<file path="config.mk">
export PLATFORM = sky130hd
export DESIGN_NAME = mul_datapath
export DESIGN_NICKNAME = d
export VERILOG_FILES = /design/src/rtl/mul_pkg.sv /design/src/rtl/mul_down_cntr.sv /design/src/rtl/mul_datapath.sv
export SDC_FILE = /design/constraint.sdc
export NUM_CORES = 1
export LEC_CHECK = 0
export BUFFER_PORTS_ARGS = -buffer_cell sky130_fd_sc_hd__buf_4
export CORE_ASPECT_RATIO = 1.4
export CORE_MARGIN = 2
export CORE_UTILIZATION = 50
export CTS_BUF_LIST = sky130_fd_sc_hd__clkbuf_16
export CTS_CLUSTER_SIZE = 25
export DETAILED_ROUTE_END_ITERATION = 8
export GPL_ROUTABILITY_DRIVEN = 0
export PLACE_DENSITY = 0.74
export SETUP_SLACK_MARGIN = 0.1
export SLEW_MARGIN = 20
export SYNTH_ARGS = -nofsm -noshare
export SYNTH_HDL_FRONTEND = slang
export SYNTH_SLANG_ARGS = --single-unit
</file>
<file path="constraint.sdc">
create_clock -name clk -period 2.4 [get_ports clk]
set_input_delay 0.36 -clock clk [delete_from_list [all_inputs] [get_ports clk]]
set_output_delay 0.36 -clock clk [all_outputs]
set_load 0.01 [all_outputs]
</file>
<file path="src/rtl/mul_pkg.sv">
// Shared definitions for the repeated-addition multiplier datapath and its controller.
package mul_pkg;

  localparam int WIDTH_DEF = 16;

  function automatic int prod_width(input int width);
    return 2 * width;
  endfunction

  // Strobe bundle exchanged between the multiplier controller and datapath.
  typedef struct packed {
    logic lda;
    logic ldb;
    logic ldp;
    logic clrp;
    logic decb;
  } mul_ctrl_t;

endpackage

</file>
<file path="src/rtl/mul_down_cntr.sv">
// Multiplier B register: loadable down-counter that saturates at zero and flags zero.
module mul_down_cntr
  import mul_pkg::*;
#(
  parameter int WIDTH = WIDTH_DEF
) (
  input  logic             clk,
  input  logic             rst,
  input  logic             load,
  input  logic             dec,
  input  logic [WIDTH-1:0] data_in,
  output logic             zero
);

  logic [WIDTH-1:0] count;

  // NOTE: sequential state is written with <= so every register samples pre-edge values.
  always_ff @(posedge clk) begin
    if (rst) begin
      count <= '0;
    end else if (load) begin
      count <= data_in;
    end else if (dec && count != '0) begin
      count <= count - WIDTH'(1);
    end
  end

  assign zero = (count == '0);

endmodule

</file>
<file path="src/rtl/mul_datapath.sv">
// Repeated-addition multiplier datapath: A register, B down-counter and P accumulator.
// Optional build macro MUL_DP_ZERO_A_EN also terminates early when A is zero.
module mul_datapath
  import mul_pkg::*;
#(
  parameter int WIDTH = WIDTH_DEF
) (
  input  logic                         clk,
  input  logic                         rst,
  input  logic [WIDTH-1:0]             data_in,
  input  logic                         lda,
  input  logic                         ldb,
  input  logic                         clrp,
  input  logic                         ldp,
  input  logic                         decb,
  output logic                         eqz,
  output logic [prod_width(WIDTH)-1:0] p_out
);

  localparam int PW = prod_width(WIDTH);

  mul_ctrl_t        ctrl;
  logic [WIDTH-1:0] a_q;
  logic [PW-1:0]    p_q;
  logic             b_zero;
  logic             done;

  assign ctrl = '{lda: lda, ldb: ldb, ldp: ldp, clrp: clrp, decb: decb};

`ifdef MUL_DP_ZERO_A_EN
  assign done = b_zero || (a_q == '0);
`else
  assign done = b_zero;
`endif

  // Both ldp and decb are qualified by the pre-edge status, so P ends at exactly A*B.
  mul_down_cntr #(.WIDTH(WIDTH)) u_b_cntr (
    .clk     (clk),
    .rst     (rst),
    .load    (ctrl.ldb),
    .dec     (ctrl.decb && !done),
    .data_in (data_in),
    .zero    (b_zero)
  );

  always_ff @(posedge clk) begin
    if (rst) begin
      a_q <= '0;
    end else if (ctrl.lda) begin
      a_q <= data_in;
    end
  end

  always_ff @(posedge clk) begin
    if (rst) begin
      p_q <= '0;
    end else if (ctrl.clrp) begin
      p_q <= '0;
    end else if (ctrl.ldp && !done) begin
      p_q <= p_q + {{WIDTH{1'b0}}, a_q};
    end
  end

  assign eqz   = done;
  assign p_out = p_q;

endmodule
</file>
# Yosys cells after proc, flatten, opt, wreduce, memory -nomap -nowiden
# Cells that the tools add are included.
[word_totals]
register_bits = 64
wordCells = 15
inputBits = 23
out_inout_bits = 33
[op_classes]
n_addsub = 2
n_mux = 2
n_reduce_logical = 8
[ops]
columns = ["cell", "count"]
rows = [
  ["adder 32 x 16 -> 32 bit", 1],
  ["2-to-1 mux 16 bit", 2],
  ["zero test 16 bit", 1],
  ["nonzero test 16 bit", 1],
  ["subtractor 16 x 1 -> 16 bit (second input constant)", 1],
  ["logical AND 1 bit", 3],
  ["nonzero test 2 bit", 1],
  ["OR reduction 2 bit", 1],
  ["zero test 1 bit", 1],
]

# Depth between registers and ports, before layout
[logic_depth]
ltp_word = 6
ltp_mapped = 9
mapped_depth_nobuf = 8

# By module
# A second synthesis with hierarchy kept.
[hier_totals]
cells_unflattened = 418
area_unflattened_um2 = 3550.9
[modules_own_cells]
columns = ["mod", "area_each_um2", "cells_per_inst", "seq_area_each_um2", "instances"]
rows = [
  ["mul_datapath", 2606.2, 304, 960.9, 1],
  ["mul_down_cntr", 944.7, 114, 320.3, 1],
]

# Least setup slack after synthesis
# Ideal clock, no wire load.
[synth_path]
path_type = "register to register"
startpoint = "reg p_q[0] (netlist: p_out[0])"
endpoint = "reg p_q[16] (netlist: p_out[16])"
path_stages_with_launch = 9
path_buffers = 0
t_required_ps = 2272
period_less_slack_ps = 2455
setup_time_ps = 128
arrival_ps = 2327
path_slack_ps = -55
path_cell_list = "dfxtp_1 -> ha_1 -> fa_1 -> a21o_2 -> a221oi_2 -> a211oi_4 -> o41ai_4 -> or3_2 -> a21oi_1"
[synth_between]
elab_chain_cells = 1
[synth_lines]
columns = ["item", "line", "source"]
rows = [
  ["from (decl)", "mul_datapath.sv:24", "logic [PW-1:0] p_q;"],
  ["from (signal assigned)", "mul_datapath.sv:60", "p_q <= p_q + {{WIDTH{1'b0}}, a_q};"],
  ["adder 32 x 16 -> 32 bit", "mul_datapath.sv:60", ""],
]
# No other way between the ends.
# A chain may end at the register's enable or synchronous reset.

# Worst setup path after layout
[layout_path]
startpoint = "reg p_q[4] (netlist: p_out[4])"
endpoint = "reg p_q[22] (netlist: p_out[22])"
# Same word-level chain as after synthesis.

==> qor.yml <==
async_reset_ff_frac: 0
crit_path_start_kind: "flop"
fin_cells: 624
synth_area_leaders: "dfxtp_1 (34%), a21oi_1 (6.1%), ha_1 (6.1%)"
synth-seq-cells: 64
core_um2: 7270
required_ps: 2660
dr.pass1.iters: 4
drtIter0Drc: 143
grt_pass1_vias: 3407
grt_pass1_wl_um: 16100
ir_drop_mv: 0.397
clk-insertion-delay-late_ps: 330
antenna_found_initial: 0
yosysWarningCount: 0
fin_crit_sh: 0.993
finalSetupViolCount: 0
end_kind: "flop"
slew_viol_final: 0
ys_seq_area_frac: 0.345
synth_top_area_frac: 0.345
synth_fp_nets: 480
clk_pin_slew_ps: 50
core.rowCount: 37
p_leak_nw: 2.05
grt_start_max_net_pins: 37
avgSynthCellArea_um2: 8.48
die_w_um: 76.9
worst_path_most_repeated_cell: "buf_6"
cts_root_buf: "clkbuf_16"
syn_to_final_growth_pct: 36.1
drv_cap: 0
synth_ff_type: "dfxtp_1"
worstPathMaxFanout: 8
postRouteAntennaNets: 0
synth_edf_count: 0
dp_hpwl_um: 7000
status: "finished, final reports clean"
die_y_um: 106
p_total_mw: 2.86
swShare: 0.265
cts_tree: "built"
io_pins: 56
vias: 3579
die_area_um2: 8140
drt-total-wl_um: 10400
dp_cells: 594
drive_gt1_frac: 0.324
cts_hold_buf: 0
tightestPinTransition_ps: 699
critPathKind: "reg2reg"
yosysMostFrequentCell: "dfxtp_1"
crit_chain: "ha_4 > a21o_1 > buf_6 > a221oi_4 > a211oi_4 > buf_6 > a22oi_2 > buf_6 > or4_4 > a21oi_2"
cpMaxStageDelayCell: "or4_4"
grt.total_usage: 0.250
p_sw_mw: 0.756
syn-instance-count: 438
fmax_ghz: 0.420
min_period_ps: 2380
nNetsFinal: 564
pwr-share-seq: 0.405
initial_core_util: 0.511
cts_made_buffers: 9
portBuffers: 55
rsz0062_at_grt: "yes"
finClkSkew_ps: 4.35
clockBufferDepth: 2
drc_errors: 0
synthDistinctLibCells: 66
min_path_type: "in2reg"
htree_levels: 3
routedWlPerCell_um: 16.6
yosysTopAreaCell: "dfxtp_1"
p_comb_frac: 0.150
finalHoldViolations: 0
via_per_inst: 5.74
antennaDiodeCount: 0
cpPeakStageDelay_ps: 480
power_frac_clock: 0.444
overflow: 0
p_int_mw: 2.10
yosys-top-cells-count: "dfxtp_1 (64), nand2_1 (46), a21oi_1 (45), nor2_1 (43)"
syn_area_um2: 3710
cp_data_arrival_time_ps: 2640
power.density_nw_per_um2: 565
nFillCells: 557
clock-sinks: 64
slew_headroom: 0.534
## final cells by class
cell class,instances,area [µm²],share of cell area
inverters,7,26.3,0.00520
clock inverters,7,62.6,0.0124
repair buffers,95,736,0.146
flip-flops and latches,64,1300,0.257
clock buffers,9,225,0.0445
multi-input cells,345,2590,0.512
well taps,97,121,0.0240
## repair_timing
action                                  CTS  global route
endpoints found under the hold margin     0             0
endpoints found under the setup margin   11            20
resized for setup                        24            41
pin swaps                                21            20
buffers inserted                          6             8
## flip-flops by register name (all words and copies together), names as in the netlist
register,count
p_out,32
u_b_cntr.count,16
a_q,16
## cells by family (layout without fill, tap and decap cells)
family,Yosys count,in the layout,synth area share
buffers and inverters,29,118,0.0360
flip-flops,64,64,0.345
AO/OA/AOI/OAI,116,116,0.211
adder cells (fa/ha/maj),19,19,0.0660
AND/OR/NAND/NOR,163,163,0.224
multiplexers,22,22,0.0596
XOR/XNOR,25,25,0.0589
## critical path: cells and delay by family (launching register included)
kind | cells | cell delay [ps]
compound gates | 5 | 790
fa+ha+maj | 1 | 290
buf+inv | 3 | 420
flops | 1 | 350
simple gates | 1 | 480
## final timing paths
path                     from        end  slack, ps  depth (start not counted)
setup / recovery     p_out[4]  p_out[22]         20                         10
hold / removal    data_in[10]    a_q[10]        280                          3
setup reg to reg     p_out[4]  p_out[22]         20                         10
hold reg to reg      p_out[3]   p_out[3]        480                          2
## cell usage in the layout (no fill, tap or decap), drive strengths merged, types with 9 or more instances in the layout
cell / Yosys / routed
a21oi: 45 / 45
xnor2: 20 / 20
ha: 18 / 18
buf: 7 / 95
mux2i: 21 / 21
dfxtp: 64 / 64
a211oi: 12 / 12
nand2: 46 / 46
o21ai: 22 / 22
nor3: 9 / 9
or3: 12 / 12
nand3: 12 / 12
nor2: 43 / 43
clkbuf: 13 / 9
## power groups by stage
| stage | clock (mW) | combinational, mW | sequential [mW] |
|---|---|---|---|
| after detailed placement | 0 | 0.372 | 1.17 |
| final | 1.27 | 0.429 | 1.16 |
| after floorplan | 0 | 0.255 | 1.16 |
| after CTS | 1.28 | 0.390 | 1.15 |
| after global placement | 0 | 0.365 | 1.17 |
| after global routing | 1.32 | 0.467 | 1.16 |
## metal layers
metal / part of all wire / vias to the layer above / GRT usage
met2: 0.52 / 90 / 0.450
met1: 0.41 / 1718 / 0.277
met4: 0.029 / 0 / 0.126
li1: - / 1749 / -
met3: 0.041 / 22 / 0.0501
met5: 0 / - / 0
## through the flow
step,TNS [ps],cell area (µm²),util,setup WS (ps),hold slack (ps)
5_1_grt,-42.2,5060,0.696,-34.4,286
6_report,0,5060,0.696,17.5,281
3_5_place_dp,-317,4350,0.598,-92.4,473
2_1_floorplan,0,3730,-,101,465
4_1_cts,-6.28,4820,0.663,-3.11,273
3_3_place_gp,-3.12,4350,0.598,-3.12,461
No activity file was read; power rests on OpenSTA's default activity.
